==> src/rtl/audio_pkg.sv <==
// Shared audio types and I2S timing constants for note_gen and i2s_speaker_ctrl.
// Latency: n/a (types, constants and a pure function only).
// Backpressure: n/a.
package audio_pkg;
  localparam int SAMPLE_W     = 16;
  localparam int I2S_CNT_W    = 9;
  localparam int I2S_MCLK_BIT = 1;
  localparam int I2S_SCK_BIT  = 3;
  // One slot per SCK period; 2*SAMPLE_W slots per frame.
  localparam int I2S_SLOT_W   = I2S_CNT_W - 1 - I2S_SCK_BIT;

  typedef logic signed [SAMPLE_W-1:0] sample_t;

  // Bit carried in slot s (1..31) of the frame word {left,right}: F[32-s].
  // 32-s is taken modulo 32, which equals the two's complement of s.
  function automatic logic frame_bit(input logic [2*SAMPLE_W-1:0] f,
                                     input logic [I2S_SLOT_W-1:0] s);
    logic [I2S_SLOT_W-1:0] idx;
    idx = '0 - s;
    return f[idx];
  endfunction
endpackage

==> src/rtl/i2s_speaker_ctrl_if.sv <==
// Sample input and DAC pin bundle between the sample source and i2s_speaker_ctrl.
// Latency: n/a (wires only).
// Backpressure: none; samples are sampled once per frame, the source just holds them.
interface i2s_speaker_ctrl_if;
  import audio_pkg::*;

  sample_t audio_left;
  sample_t audio_right;
  logic    mute;
  logic    audio_mclk;
  logic    audio_lrck;
  logic    audio_sck;
  logic    audio_sdin;
  logic    sample_tick;

  // Sample source side (note_gen or a bench).
  modport master (
    output audio_left, audio_right, mute,
    input  audio_mclk, audio_lrck, audio_sck, audio_sdin, sample_tick
  );

  // I2S controller side.
  modport slave (
    input  audio_left, audio_right, mute,
    output audio_mclk, audio_lrck, audio_sck, audio_sdin, sample_tick
  );
endinterface

==> src/rtl/audio_clk_div.sv <==
// Free-running frame counter with MCLK/SCK/LRCK taps and frame/slot strobes.
// Latency: clock taps come straight from counter flops; strobes are combinational.
// Backpressure: none; the counter never stalls.
module audio_clk_div
  import audio_pkg::*;
#(
  parameter int CNT_W    = I2S_CNT_W,
  parameter int MCLK_BIT = I2S_MCLK_BIT,
  parameter int SCK_BIT  = I2S_SCK_BIT
) (
  input  logic                    clk,
  input  logic                    rst,
  output logic                    mclk_o,
  output logic                    sck_o,
  output logic                    lrck_o,
  output logic                    frame_start_o, // next edge wraps cnt to 0
  output logic                    slot_start_o,  // next edge starts a new slot
  output logic [CNT_W-2-SCK_BIT:0] slot_nxt_o    // slot index after next edge
);
  logic [CNT_W-1:0] cnt_q;
  logic [CNT_W-1:0] cnt_d;

  // Next count: plain wrap-around increment.
  always_comb begin
    cnt_d = cnt_q + CNT_W'(1);
  end

  // Counter register, cleared by the async reset.
  always_ff @(posedge clk or negedge rst) begin
    if (!rst) cnt_q <= '0;
    else      cnt_q <= cnt_d;
  end

  assign mclk_o        = cnt_q[MCLK_BIT];
  assign sck_o         = cnt_q[SCK_BIT];
  assign lrck_o        = cnt_q[CNT_W-1];
  assign frame_start_o = &cnt_q;
  assign slot_start_o  = &cnt_q[SCK_BIT:0];
  assign slot_nxt_o    = cnt_d[CNT_W-1:SCK_BIT+1];
endmodule

==> src/rtl/i2s_speaker_ctrl.sv <==
// Latches a stereo PCM pair per frame and serializes it to an I2S DAC, MSB first.
// Latency: sample latched at the frame wrap edge; its MSB is sampled by the DAC 24 clk later.
// Backpressure: none; inputs are sampled only at the frame wrap, sample_tick marks it.
module i2s_speaker_ctrl
  import audio_pkg::*;
#(
  parameter int CNT_W    = I2S_CNT_W,
  parameter int MCLK_BIT = I2S_MCLK_BIT,
  parameter int SCK_BIT  = I2S_SCK_BIT
) (
  input  logic               clk,
  input  logic               rst,
  i2s_speaker_ctrl_if.slave  spk
);
  localparam int SLOT_W = CNT_W - 1 - SCK_BIT;

  logic              mclk, sck, lrck;
  logic              frame_start, slot_start;
  logic [SLOT_W-1:0] slot_nxt;

  sample_t hold_l_q, hold_l_d;
  sample_t hold_r_q, hold_r_d;
  logic    prev_lsb_q, prev_lsb_d;
  logic    sdin_q, sdin_d;
  logic    tick_q, tick_d;
  logic    started_q;

  audio_clk_div #(
    .CNT_W    (CNT_W),
    .MCLK_BIT (MCLK_BIT),
    .SCK_BIT  (SCK_BIT)
  ) u_clk_div (
    .clk           (clk),
    .rst           (rst),
    .mclk_o        (mclk),
    .sck_o         (sck),
    .lrck_o        (lrck),
    .frame_start_o (frame_start),
    .slot_start_o  (slot_start),
    .slot_nxt_o    (slot_nxt)
  );

  // Frame latch and serializer next state; the sdin flop moves only at slot boundaries.
  always_comb begin
    hold_l_d   = hold_l_q;
    hold_r_d   = hold_r_q;
    prev_lsb_d = prev_lsb_q;
    sdin_d     = sdin_q;
    // The first edge after reset release also pulses the tick: a fresh frame began at release.
    tick_d     = frame_start | ~started_q;
    if (frame_start) begin
      hold_l_d   = spk.mute ? '0 : spk.audio_left;
      hold_r_d   = spk.mute ? '0 : spk.audio_right;
      prev_lsb_d = hold_r_q[0];
    end
    if (slot_start) begin
      if (slot_nxt == '0) sdin_d = prev_lsb_d;
      else                sdin_d = frame_bit({hold_l_d, hold_r_d}, slot_nxt);
    end
  end

  // State registers, all cleared by the async reset so every output drops at once.
  always_ff @(posedge clk or negedge rst) begin
    if (!rst) begin
      hold_l_q   <= '0;
      hold_r_q   <= '0;
      prev_lsb_q <= 1'b0;
      sdin_q     <= 1'b0;
      tick_q     <= 1'b0;
      started_q  <= 1'b0;
    end else begin
      hold_l_q   <= hold_l_d;
      hold_r_q   <= hold_r_d;
      prev_lsb_q <= prev_lsb_d;
      sdin_q     <= sdin_d;
      tick_q     <= tick_d;
      started_q  <= 1'b1;
    end
  end

  assign spk.audio_mclk  = mclk;
  assign spk.audio_sck   = sck;
  assign spk.audio_lrck  = lrck;
  assign spk.audio_sdin  = sdin_q;
  assign spk.sample_tick = tick_q;
endmodule

==> src/flat_wrapper.sv <==
// flat-port wrapper written by rule: the top's interface ports become plain ports
module i2s_speaker_ctrl_flat import audio_pkg::*;
#(
  parameter int CNT_W    = I2S_CNT_W,
  parameter int MCLK_BIT = I2S_MCLK_BIT,
  parameter int SCK_BIT  = I2S_SCK_BIT
)
  (clk, rst, spk_audio_left, spk_audio_right, spk_mute, spk_audio_mclk, spk_audio_lrck, spk_audio_sck, spk_audio_sdin, spk_sample_tick);
  i2s_speaker_ctrl_if spk_i ();
  input  logic clk;
  input  logic rst;
  input wire logic [$bits(spk_i.audio_left)-1:0] spk_audio_left;
  input wire logic [$bits(spk_i.audio_right)-1:0] spk_audio_right;
  input wire logic [$bits(spk_i.mute)-1:0] spk_mute;
  output wire logic [$bits(spk_i.audio_mclk)-1:0] spk_audio_mclk;
  output wire logic [$bits(spk_i.audio_lrck)-1:0] spk_audio_lrck;
  output wire logic [$bits(spk_i.audio_sck)-1:0] spk_audio_sck;
  output wire logic [$bits(spk_i.audio_sdin)-1:0] spk_audio_sdin;
  output wire logic [$bits(spk_i.sample_tick)-1:0] spk_sample_tick;
  assign spk_i.audio_left = spk_audio_left;
  assign spk_i.audio_right = spk_audio_right;
  assign spk_i.mute = spk_mute;
  assign spk_audio_mclk = spk_i.audio_mclk;
  assign spk_audio_lrck = spk_i.audio_lrck;
  assign spk_audio_sck = spk_i.audio_sck;
  assign spk_audio_sdin = spk_i.audio_sdin;
  assign spk_sample_tick = spk_i.sample_tick;
  i2s_speaker_ctrl #(.CNT_W(CNT_W), .MCLK_BIT(MCLK_BIT), .SCK_BIT(SCK_BIT)) u_core (.clk(clk), .rst(rst), .spk(spk_i));
endmodule
==> config.mk <==
export PLATFORM = sky130hd
export DESIGN_NAME = i2s_speaker_ctrl_flat
export DESIGN_NICKNAME = d
export VERILOG_FILES = /design/src/rtl/audio_pkg.sv /design/src/rtl/i2s_speaker_ctrl_if.sv /design/src/rtl/audio_clk_div.sv /design/src/rtl/i2s_speaker_ctrl.sv /design/src/flat_wrapper.sv
export SDC_FILE = /design/constraint.sdc
export NUM_CORES = 1
export LEC_CHECK = 0
export BUFFER_PORTS_ARGS = -buffer_cell sky130_fd_sc_hd__buf_2
export CAP_MARGIN = 20
export CORE_UTILIZATION = 55
export DETAILED_ROUTE_END_ITERATION = 8
export GPL_TIMING_DRIVEN = 0
export HOLD_SLACK_MARGIN = 0.08
export MAX_ROUTING_LAYER = met4
export PLACE_DENSITY = 0.81
export SKIP_LAST_GASP = 1
export SLEW_MARGIN = 15
export SYNTH_ARGS = -nofsm -noshare
export SYNTH_HDL_FRONTEND = slang
export SYNTH_SLANG_ARGS = --single-unit
==> constraint.sdc <==
create_clock -name clk -period 7.36 [get_ports clk]
set_input_delay 0.736 -clock clk [delete_from_list [all_inputs] [get_ports clk]]
set_output_delay 0.736 -clock clk [all_outputs]
set_load 0.05 [all_outputs]
==> summary.txt, run 1 <==
Timing
  – RSZ-0062 raised after global routing: no
  – Tcrit/Tclk final: 0.476
  – Final hold viol count: 0
  – Slew headroom: 0.577
  – TNS Setup: 0 ns
  – Worst Skew: 0.0101 ns
  – Count of final setup violators: 0
  – Worst-Margin Slew: 0.635 ns
  – Max Slew Vio Count: 0
  – FMAX: 285 MHz
  – Min Clock Period, post-route: 3.51 ns

Route
  – Routed vias: 1483
  – Drt wl/cell: 14.2 microns
  – DRT iter0 DRCs: 69
  – Post-DR vias/cell: 5.43
  – Antenna Violating Nets Remaining: 0
  – First-pass DRT Iterations: 4
  – Wirelength, routed: 3890 microns
  – DRC: 0

Floorplanning
  – Die Span X: 63.7 microns
  – Initial Utilization: 0.572
  – FP Rows: 22
  – Die Y-Extent: 63.7 microns
  – Total core area: 3660 sq um
  – I/O pin total: 40
  – Die ar.: 4060 sq um

Worst setup path
  – Startpoint types: register
  – Crit end category: register
  – Worst EP required: 7.57 ns
  – Crit Path Class: register to register
  – Worst-path fanout max: 10
  – Worst Path Arrival: 3.71 ns
  – Reg2Reg Setup Slack: 3.85 ns

Synth
  – FF+latch count, synth: 45
  – Cell count after synthesis: 177
  – Post-synth net total: 216
  – Ys flop type: dfrtp_1
  – Seq/Total Area, Yosys: 0.537
  – Asr flop ratio synth: 1.00
  – Distinct cell type count after synthesis: 33
  – Post-Syn Area: 2100 sq um
  – EDFF count, synth: 0
  – Syn_area_per_cell: 11.8 sq um
  – Yosys warns: 0

Run
  – Max_cap viols: 0

Global routing
  – Largest net degree at the start of global routing: 46
  – Total congestion overflow: 0
  – Antenna violations before repair: 0
  – First-pass GRT wire length: 6820 microns
  – Total track usage: 0.235
  – Vias in the first global route: 1411

Finish
  – Non-Filler Cell Area, Final: 2460 sq um
  – Final core occ: 0.672
  – Layout cell share with drive strength beyond 1: 0.298
  – # diodes: 0
  – Nets@finish: 263
  – Layout area overhead: 17.3%

Power
  – PD cells: 166 nW/um^2
  – VDD IR max: 0.000137 V
  – Lkg Pwr: 1.36 nW

CTS
  – CTS tree: done
  – Post-CTS setup repair buffer count: 0
  – Total CTS buffers: 5
  – CTS Buffer Depth: 2
  – H-tree levels: 2
  – Clk_lat worst skew: 0.30 ns
  – Clock-pin slew on the worst setup and hold paths: 0.08 ns
  – CTS root buf: clkbuf_8
  – CTS Sinks: 45
  – Hold Buf Count CTS: 0
  – Quantity of gates resized following cts: 0

Outcome
  – Status: finished clean

Placement
  – Post-DP HPWL: 2810 microns
  – Port bufs: 39
  – Placer Congestion: 0.729
  – Placed instance area: 2350 sq um

Worst hold path
  – Hold Path Class: register to register
==> state kept, by name, indices dropped and copies added (netlist names) <==
signal and count:
u_core.started_q 1, u_core.hold_l_q 16, u_core.prev_lsb_q 1, u_core.spk.sample_tick 1
u_core.u_clk_div.cnt_q 9, u_core.spk.audio_sdin 1, u_core.hold_r_q 16
==> synth_stat cells (2+ instances only) <==
library cell / instances / area (sq um)
dfrtp_1: 45 / 1130
nor3_1: 4 / 20.0
nand3_1: 3 / 15.0
xor2_1: 6 / 52.6
nand2_1: 10 / 37.5
mux4_2: 7 / 158
xnor2_1: 3 / 26.3
buf_2: 4 / 20.0
ha_1: 4 / 50.1
mux2_2: 2 / 22.5
a22o_1: 7 / 61.3
inv_1: 33 / 124
a22oi_1: 23 / 173
a311oi_1: 2 / 17.5
buf_4: 3 / 22.5
nor2_1: 4 / 15.0
==> routing by layer <==
layer,global-route usage,part of all wire,vias up
met4,0.0767,0.012,0
met3,0.0643,0.053,5
met1,0.339,0.47,723
li1,-,-,711
met5,-,0,-
met2,0.323,0.47,44
==> power breakdown <==
group          total (mW)  internal, mW  switching, mW
logic              0.0172       0.00813        0.00911
registers           0.248         0.248       0.000150
clock network       0.144        0.0675         0.0767
total               0.409         0.323         0.0860
==> cells in the final DEF (no fill, tap or decap), types with 2 or more instances in the layout <==
| cell type | Yosys | final |
|---|---|---|
| a22o_1 | 7 | 7 |
| a22oi_1 | 23 | 23 |
| a311oi_1 | 2 | 2 |
| buf_2 | 4 | 43 |
| buf_4 | 3 | 3 |
| clkbuf_1 | 0 | 3 |
| clkbuf_8 | 0 | 5 |
| dfrtp_1 | 45 | 45 |
| ha_1 | 4 | 4 |
| inv_1 | 33 | 33 |
| mux2_2 | 2 | 2 |
| mux4_2 | 7 | 7 |
| nand2_1 | 10 | 10 |
| nand3_1 | 3 | 3 |
| nor2_1 | 4 | 4 |
| nor3_1 | 4 | 4 |
| xnor2_1 | 3 | 3 |
| xor2_1 | 6 | 6 |
==> worst max-delay path, cell delays in order (launching register included) <==
cell,delay [ns]
dfrtp_1,0.41
ha_1,0.26
nand3_2,0.16
xor2_2,0.34
buf_2,0.30
ha_1,0.30
inv_1,0.35
mux4_2,0.57
mux2_2,0.28
nor3_2,0.10
a311oi_1,0.08
a221oi_2,0.26
==> through the flow <==
stage                     hold WS [ns]  power [mW]  cells  worst slack (ns)
final                            0.409       0.409    273              3.85
after global routing             0.436       0.428    273              3.54
after CTS                        0.416       0.414    272              3.82
after floorplan                  0.386       0.254    177              3.94
after detailed placement         0.403       0.268    264              3.84
after global placement           0.392       0.268    264              3.86
==> path summary, 6_finish.rpt <==
kind | start | to | cells past startpoint
max | u_core.u_clk_div.cnt_q[0] | u_core.spk.audio_sdin | 11
min | u_core.started_q | u_core.spk.sample_tick | 1
max reg2reg | u_core.u_clk_div.cnt_q[0] | u_core.spk.audio_sdin | 11
min reg2reg | u_core.started_q | u_core.spk.sample_tick | 1
max in group asynchronous | rst | u_core.hold_l_q[6] | 2
min in group asynchronous | rst | u_core.u_clk_div.cnt_q[3] | 1
==> cell type report <==
cell class | count | area, sq um
fillers | 300 | 1200
flip-flops and latches | 45 | 1130
multi-input cells | 92 | 803
repair buffers | 40 | 223
inverters | 33 | 124
clock buffers | 8 | 80.1
well taps | 48 | 60.1
plain buffers | 7 | 42.5
==> logic make-up after synthesis <==
family,after synthesis,synth area share
DFF,45,0.537
and+or+nand+nor,28,0.0722
xor gates and xnor gates,10,0.0454
buffers and inverters,40,0.0794
AOI/OAI and AO/OA,39,0.149
muxes,10,0.0907
adders and majority gates,4,0.0239
other,1,0.00179
No activity file was read; power rests on OpenSTA's default activity.
==> run 2: changes to the inputs <==
--- a/config.mk
+++ b/config.mk
@@ -5,6 +5,7 @@
 export SDC_FILE = /design/constraint.sdc
 export NUM_CORES = 1
 export LEC_CHECK = 0
+export ABC_AREA = 1
 export BUFFER_PORTS_ARGS = -buffer_cell sky130_fd_sc_hd__buf_2
 export CAP_MARGIN = 20
 export CORE_UTILIZATION = 55
@@ -12,7 +13,7 @@
 export GPL_TIMING_DRIVEN = 0
 export HOLD_SLACK_MARGIN = 0.08
 export MAX_ROUTING_LAYER = met4
-export PLACE_DENSITY = 0.81
+export PLACE_DENSITY = 0.8
 export SKIP_LAST_GASP = 1
 export SLEW_MARGIN = 15
 export SYNTH_ARGS = -nofsm -noshare
==> constraint.sdc (replaced) <==
create_clock -name clk -period 3.5 [get_ports clk]
set_input_delay 0.35 -clock clk [delete_from_list [all_inputs] [get_ports clk]]
set_output_delay 0.35 -clock clk [all_outputs]
set_load 0.05 [all_outputs]
==> run 2 against run 1 <==
Combinational power increased by 110%; clock skew decreased by 0.0027 ns; critical endpoint unchanged; global-route usage increased by 0.71 points; sequential power increased by 110%; critical path type unchanged; first-iteration DRC count increased by 25%; worst hold slack got worse by 0.23 ns.
==> summary.txt, run 2 <==
Synth
  – Ranking of synthesized cells by area: dfrtp_1, nand2_1, nand3_1
  – Post-Synth XOR/XNOR Area: 0.00373
  – Post-Syn Area: 2350 sq um
  – Commonest cells post-synth: nand2_1, dfrtp_1, nand3_1
  – Yosys top cell area share: 0.479
  – Yosys top cell by area: dfrtp_1
  – Post-synthesis simple-gate area fraction: 0.402
  – Ys flop type: dfrtp_1
  – Adder-cell share of the synthesized area: 0.0213
  – Yosys warns: 0
  – Post-synth net total: 346
  – Mux contribution to synthesized area: 0
  – Compound-Gate Fraction of Synth Area: 0.0123
  – Largest family of logic cells by synthesized area: simple AND/OR/NAND/NOR gates
  – Syn_area_per_cell: 7.65 sq um
  – Asr flop ratio synth: 1.00
  – FF+latch count, synth: 45
  – Distinct cell type count after synthesis: 25
  – Cell count after synthesis: 307
  – Top-count cell post-synth: nand2_1
  – Seq/Total Area, Yosys: 0.479
  – EDFF count, synth: 0

Timing
  – Worst-Margin Slew: 0.944 ns
  – Slew headroom: 0.370
  – TNS Setup: 0 ns
  – Max Slew Vio Count: 0
  – Setup ws final: 0.750 ns
  – FMAX: 364 MHz
  – Min Clock Period, post-route: 2.75 ns
  – Worst hold slack: 0.178 ns
  – Worst Skew: 0.00740 ns
  – Final hold viol count: 0
  – Count of final setup violators: 0
  – RSZ-0062 raised after global routing: no
  – Tcrit/Tclk final: 0.786

Floorplanning
  – I/O pin total: 40
  – Die ar.: 4540 sq um
  – Initial Utilization: 0.579
  – Die Span X: 67.3 microns
  – Die Y-Extent: 67.3 microns
  – Total core area: 4060 sq um
  – FP Rows: 23

Worst setup path
  – Slowest Stage Delay on Critical Path: 0.41 ns
  – Critical path's slowest cell: dfrtp_1
  – Reg-to-reg startpoint: u_core.u_clk_div.cnt_q[1]
  – CP most frequent cell: nand2_1
  – Crit path launch: u_core.u_clk_div.cnt_q[1]
  – Worst r2r dst: u_core.spk.audio_sdin
  – Worst Path Arrival: 2.99 ns
  – Crit Path Class: register to register
  – Reg2Reg Setup Slack: 0.75 ns
  – Crit end category: register
  – Worst EP required: 3.74 ns
  – R2R depth: 22
  – Startpoint types: register
  – Worst-path fanout max: 10
  – Crit-path cells: ha_1 -> nand2_2 -> inv_2 -> nand2_4 -> buf_2 -> nor3_1 -> ha_1 -> buf_4 -> inv_4 -> buf_2 -> nand2_1 -> nand2_1 -> nand2_1 -> nand3_1 -> nand2_1 -> nand2_1 -> nand2_1 -> nand2_1 -> nand3_1 -> nand3_1 -> nand2_1 -> nand2_1

Route
  – Post-DR vias/cell: 4.89
  – DRT iter0 DRCs: 86
  – Drt wl/cell: 11.6 microns
  – Routed vias: 1976
  – DRC: 0
  – First-pass DRT Iterations: 4
  – Antenna Violating Nets Remaining: 0
  – Wirelength, routed: 4700 microns

Worst hold path
  – Hold Path Class: primary input to async pin

Run
  – Max_cap viols: 0

Global routing
  – Antenna violations before repair: 0
  – First-pass GRT wire length: 7690 microns
  – Vias in the first global route: 1790
  – Largest net degree at the start of global routing: 46
  – Total congestion overflow: 0
  – Total track usage: 0.242

Outcome
  – Status: finished clean

Power
  – VDD IR max: 0.000240 V
  – Post-route total power: 1.02 mW
  – Lkg Pwr: 1.49 nW
  – PD cells: 373 nW/um^2

Placement
  – Pre-CTS setup slack: 0.791 ns
  – Number of instances in the placed design: 396
  – Placer Congestion: 0.903
  – Post-DP HPWL: 3500 microns
  – Placed instance area: 2610 sq um
  – Port bufs: 39

Finish
  – Non-Filler Instances: 404
  – Nets@finish: 392
  – Final core occ: 0.676
  – Non-Filler Cell Area, Final: 2740 sq um
  – Layout area overhead: 16.8%
  – Top Registers: u_core.hold_l_q x16, u_core.hold_r_q x16, u_core.u_clk_div.cnt_q x9
  – Commonest cells after routing, fill and taps aside: nand2_1, dfrtp_1, nand3_1, buf_2, inv_1
  – Layout cell share with drive strength beyond 1: 0.220
  – Most common cell after layout, fill and taps aside: nand2_1
  – # diodes: 0

CTS
  – H-tree levels: 2
  – Hold Buf Count CTS: 0
  – Quantity of gates resized following cts: 0
  – CTS Sinks: 45
  – Clock-pin slew on the worst setup and hold paths: 0.09 ns
  – Clk_lat worst skew: 0.30 ns
  – CTS tree: done
  – CTS root buf: clkbuf_8
  – Post-CTS setup repair buffer count: 0
  – Total CTS buffers: 5
  – CTS Buffer Depth: 2
==> run 2: cell count changes after synthesis, sizes merged, moves of 4 or more <==
cell   previous run  this run
inv              33        22
nor2              4         9
buf               7        12
nand2            10       159
nor3              5         1
a22oi            23         0
nand3             4        47
mux4              7         0
a22o              7         0
xor2              7         0
==> run 2: cell families (layout without fill, tap and decap cells) <==
logic type | after synthesis | count (layout)
other | 1 | 1
DFF | 45 | 45
and+or+nand+nor | 216 | 216
buffers and inverters | 35 | 82
AOI/OAI and AO/OA | 5 | 5
adders and majority gates | 4 | 4
xor gates and xnor gates | 1 | 1
==> run 2: where the power goes <==
part | total [mW] | internal (mW) | switching, mW
registers | 0.521 | 0.520 | 0.000222
clock network | 0.468 | 0.287 | 0.181
logic | 0.0355 | 0.0152 | 0.0203
==> run 2: worst max path at each step <==
stage                                 end  slack [ns]
floorplan           u_core.spk.audio_sdin        0.79
global placement    u_core.spk.audio_sdin        0.83
detailed placement  u_core.spk.audio_sdin        0.79
CTS                 u_core.spk.audio_sdin        0.75
global route        u_core.spk.audio_sdin        0.47
finish              u_core.spk.audio_sdin        0.75
==> run 2: per-layer routing <==
metal	vias up	GRT usage	wire length, microns
li1	1046	-	-
met1	869	0.294	2210
met2	54	0.391	2170
met3	7	0.0625	245
met4	0	0.0798	70
met5	-	-	0
==> run 2: critical path: cells and delay by family, from the launching register on <==
kind	cells	cell delay [ns]
fa+ha+maj	2	0.41
buf+inv	5	0.80
flops	1	0.41
simple gates	15	1.06
==> run 2: area by class of cell <==
cell class | count | area, sq um
fill | 345 | 1310
inverter | 23 | 88.8
clock buffer | 5 | 68.8
sequential | 45 | 1130
tap | 50 | 62.6
clock inverter | 3 | 68.8
buffer | 12 | 97.6
timing repair buffer | 39 | 195
multi-input combinational | 227 | 1040
==> run 3: changes to the inputs <==
--- a/config.mk
+++ b/config.mk
@@ -8,12 +8,12 @@
 export ABC_AREA = 1
 export BUFFER_PORTS_ARGS = -buffer_cell sky130_fd_sc_hd__buf_2
 export CAP_MARGIN = 20
-export CORE_UTILIZATION = 55
+export CORE_UTILIZATION = 50
 export DETAILED_ROUTE_END_ITERATION = 8
 export GPL_TIMING_DRIVEN = 0
 export HOLD_SLACK_MARGIN = 0.08
 export MAX_ROUTING_LAYER = met4
-export PLACE_DENSITY = 0.8
+export PLACE_DENSITY = 0.77
 export SKIP_LAST_GASP = 1
 export SLEW_MARGIN = 15
 export SYNTH_ARGS = -nofsm -noshare
==> constraint.sdc (replaced) <==
create_clock -name clk -period 2.4 [get_ports clk]
set_input_delay 0.24 -clock clk [delete_from_list [all_inputs] [get_ports clk]]
set_output_delay 0.24 -clock clk [all_outputs]
set_load 0.05 [all_outputs]
==> run 3 against run 2 <==
The run now ends with DRC, setup timing left; clock-buffer cell count unchanged; cell area up 10%; setup slack got worse by 0.78 ns; worst hold slack got worse by 0.027 ns; clock skew increased by 0.0036 ns; clock power down 3%; sequential power rose by 46%; largest power group unchanged; cell count grew 6.7%; sequential cell count unchanged; combinational power rose by 70%; core utilization is 0.54 points higher; die area is 9.7% higher.
==> summary.txt, run 3 (same netlist as run 2, synthesis figures left out) <==
Power
  – PD cells: 420 nW/um^2
  – VDD IR max: 0.000324 V
  – Power share of the clock group: 0.355
  – Internal: 988 uW
  – Sw power: 284 uW
  – Lkg Pwr: 1.64 nW
  – Logic gate share of total power: 0.048
  – Seq pwr share: 0.597
  – Sw frac: 0.223

Finish
  – Nets@finish: 417
  – Final core occ: 0.682
  – Number of fill cells in the layout: 385
  – Top Registers: u_core.hold_l_q x16, u_core.hold_r_q x16, u_core.u_clk_div.cnt_q x9
  – Layout area overhead: 29.0%
  – Layout cell share with drive strength beyond 1: 0.322
  – Commonest cells after routing, fill and taps aside: nand2_1, dfrtp_1, nand3_1, buf_2, buf_4
  – Most common cell after layout, fill and taps aside: nand2_1
  – # diodes: 0

Global routing
  – M3 GR Usage: 0.0513
  – Most Crowded Layer GR: met2
  – Antenna violations before repair: 0
  – Total track usage: 0.237
  – Grt met2 use: 0.375
  – Vias in the first global route: 1993
  – GRT met1 Usage: 0.306
  – Largest net degree at the start of global routing: 46
  – First-pass GRT wire length: 8840 microns
  – Total congestion overflow: 0

Floorplanning
  – Initial Utilization: 0.528
  – I/O pin total: 40
  – Die Span X: 70.5 microns
  – Total core area: 4440 sq um
  – Die ar.: 4980 sq um
  – FP Rows: 24
  – Die Y-Extent: 70.5 microns

CTS
  – Clock-pin slew on the worst setup and hold paths: 0.09 ns
  – CTS tree: done
  – H-tree levels: 2
  – CTS Sinks: 45
  – CTS root buf: clkbuf_8
  – Clk_lat worst skew: 0.30 ns
  – Total CTS buffers: 5
  – CTS Buffer Depth: 2

Timing
  – Min Clock Period, post-route: 2.43 ns
  – Max Slew Vio Count: 0
  – Worst Skew: 0.0110 ns
  – Worst-Margin Slew: 0.522 ns
  – Slew headroom: 0.652
  – RSZ-0062 raised after global routing: yes
  – Setup ws final: -0.0259 ns
  – FMAX: 412 MHz
  – Tcrit/Tclk final: 1.01
  – Final hold viol count: 0
  – Count of final setup violators: 1

Route
  – Drt wl/cell: 12.3 microns
  – Post-DR vias/cell: 4.86
  – DRT iter0 DRCs: 95
  – First-pass DRT Iterations: 6
  – Antenna Violating Nets Remaining: 0
  – Wirelength, routed: 5320 microns
  – DRC: 6
  – Routed vias: 2094

Worst setup path
  – Worst-path fanout max: 6
  – Startpoint types: register
  – Crit Path Class: register to register
  – Worst EP required: 2.64 ns
  – Worst Path Arrival: 2.67 ns
  – Crit end category: register

Placement
  – Pre-CTS setup slack: -0.193 ns
  – Port bufs: 39
  – Placer Congestion: 0.921
  – Post-DP HPWL: 3600 microns

Run
  – Max_cap viols: 0

Worst hold path
  – Hold Path Class: primary input to register

Outcome
  – Failing checks: DRC, setup timing
  – Status: finished, violations left
[run 3: worst paths after layout]
| path | startpoint | endpoint | slack, ns | cells after the start |
|---|---|---|---|---|
| min in group asynchronous | rst | u_core.spk.sample_tick | 0.44 | 2 |
| max in group asynchronous | rst | u_core.hold_l_q[11] | 1.46 | 3 |
| max | u_core.u_clk_div.cnt_q[0] | u_core.spk.audio_sdin | -0.03 | 23 |
| min reg2reg | u_core.started_q | u_core.spk.sample_tick | 0.41 | 1 |
| min | spk_audio_right[9] | u_core.hold_r_q[9] | 0.15 | 3 |
| max reg2reg | u_core.u_clk_div.cnt_q[0] | u_core.spk.audio_sdin | -0.03 | 23 |
[run 3: power by group through the flow]
stage	registers (mW)	logic, mW	clock network, mW
after floorplan	0.778	0.00572	0
after global placement	0.775	0.0524	0
after detailed placement	0.775	0.0534	0
after CTS	0.759	0.0539	0.465
after global routing	0.760	0.0695	0.503
final	0.759	0.0604	0.452
[run 3: repair_timing]
| item | in CTS | in global routing |
|---|---|---|
| pin swaps | 13 | 14 |
| gates cloned | 1 | 0 |
| endpoints found under the setup margin | 1 | 1 |
| buffers inserted | 17 | 5 |
| endpoints found under the hold margin | 0 | 20 |
| hold buffers | 0 | 1 |
| gates resized for setup | 14 | 12 |
[run 3: final cells by class]
class | count | area [sq um] | share of cell area
buffer | 12 | 120 | 0.0397
tap | 52 | 65.1 | 0.0215
timing repair buffer | 64 | 422 | 0.139
multi-input combinational | 227 | 1110 | 0.366
clock buffer | 5 | 68.8 | 0.0227
clock inverter | 3 | 17.5 | 0.00578
sequential | 45 | 1130 | 0.373
inverter | 23 | 100 | 0.0330
[run 3: metrics by stage]
step | instances | instance area (sq um) | hold WS [ns] | power, mW | setup TNS, ns
finish | 431 | 3030 | 0.151 | 1.27 | -0.0259
CTS | 424 | 2920 | 0.119 | 1.28 | -0.0151
floorplan | 307 | 2380 | -0.0556 | 0.784 | -0.0568
global placement | 398 | 2640 | 0.389 | 0.827 | -0.152
detailed placement | 398 | 2640 | 0.399 | 0.828 | -0.193
global route | 431 | 3030 | 0.159 | 1.33 | -0.255
[run 3: worst max-delay path, stage by stage, from the launching register on]
cell and delay (ns):
dfrtp_1 0.40, ha_4 0.16, nand2_4 0.05, inv_4 0.06, nand2_4 0.05, buf_6 0.11
nor3_4 0.09, ha_2 0.19, buf_6 0.13, inv_8 0.05, nor2_8 0.16, buf_6 0.15
nand2_1 0.06, nand2_2 0.07, nand2_1 0.06, nand3_1 0.08, nand2_1 0.07, nand2_1 0.06
nand2_1 0.04, nand2_1 0.07, nand3_2 0.07, nand3_2 0.07, nand2_1 0.05, nand2_1 0.05
[run 3: routing by layer]
layer,share of wire,vias up
li1,-,1098
met1,0.46,927
met2,0.48,60
met3,0.052,9
met4,0.014,0
met5,0,-
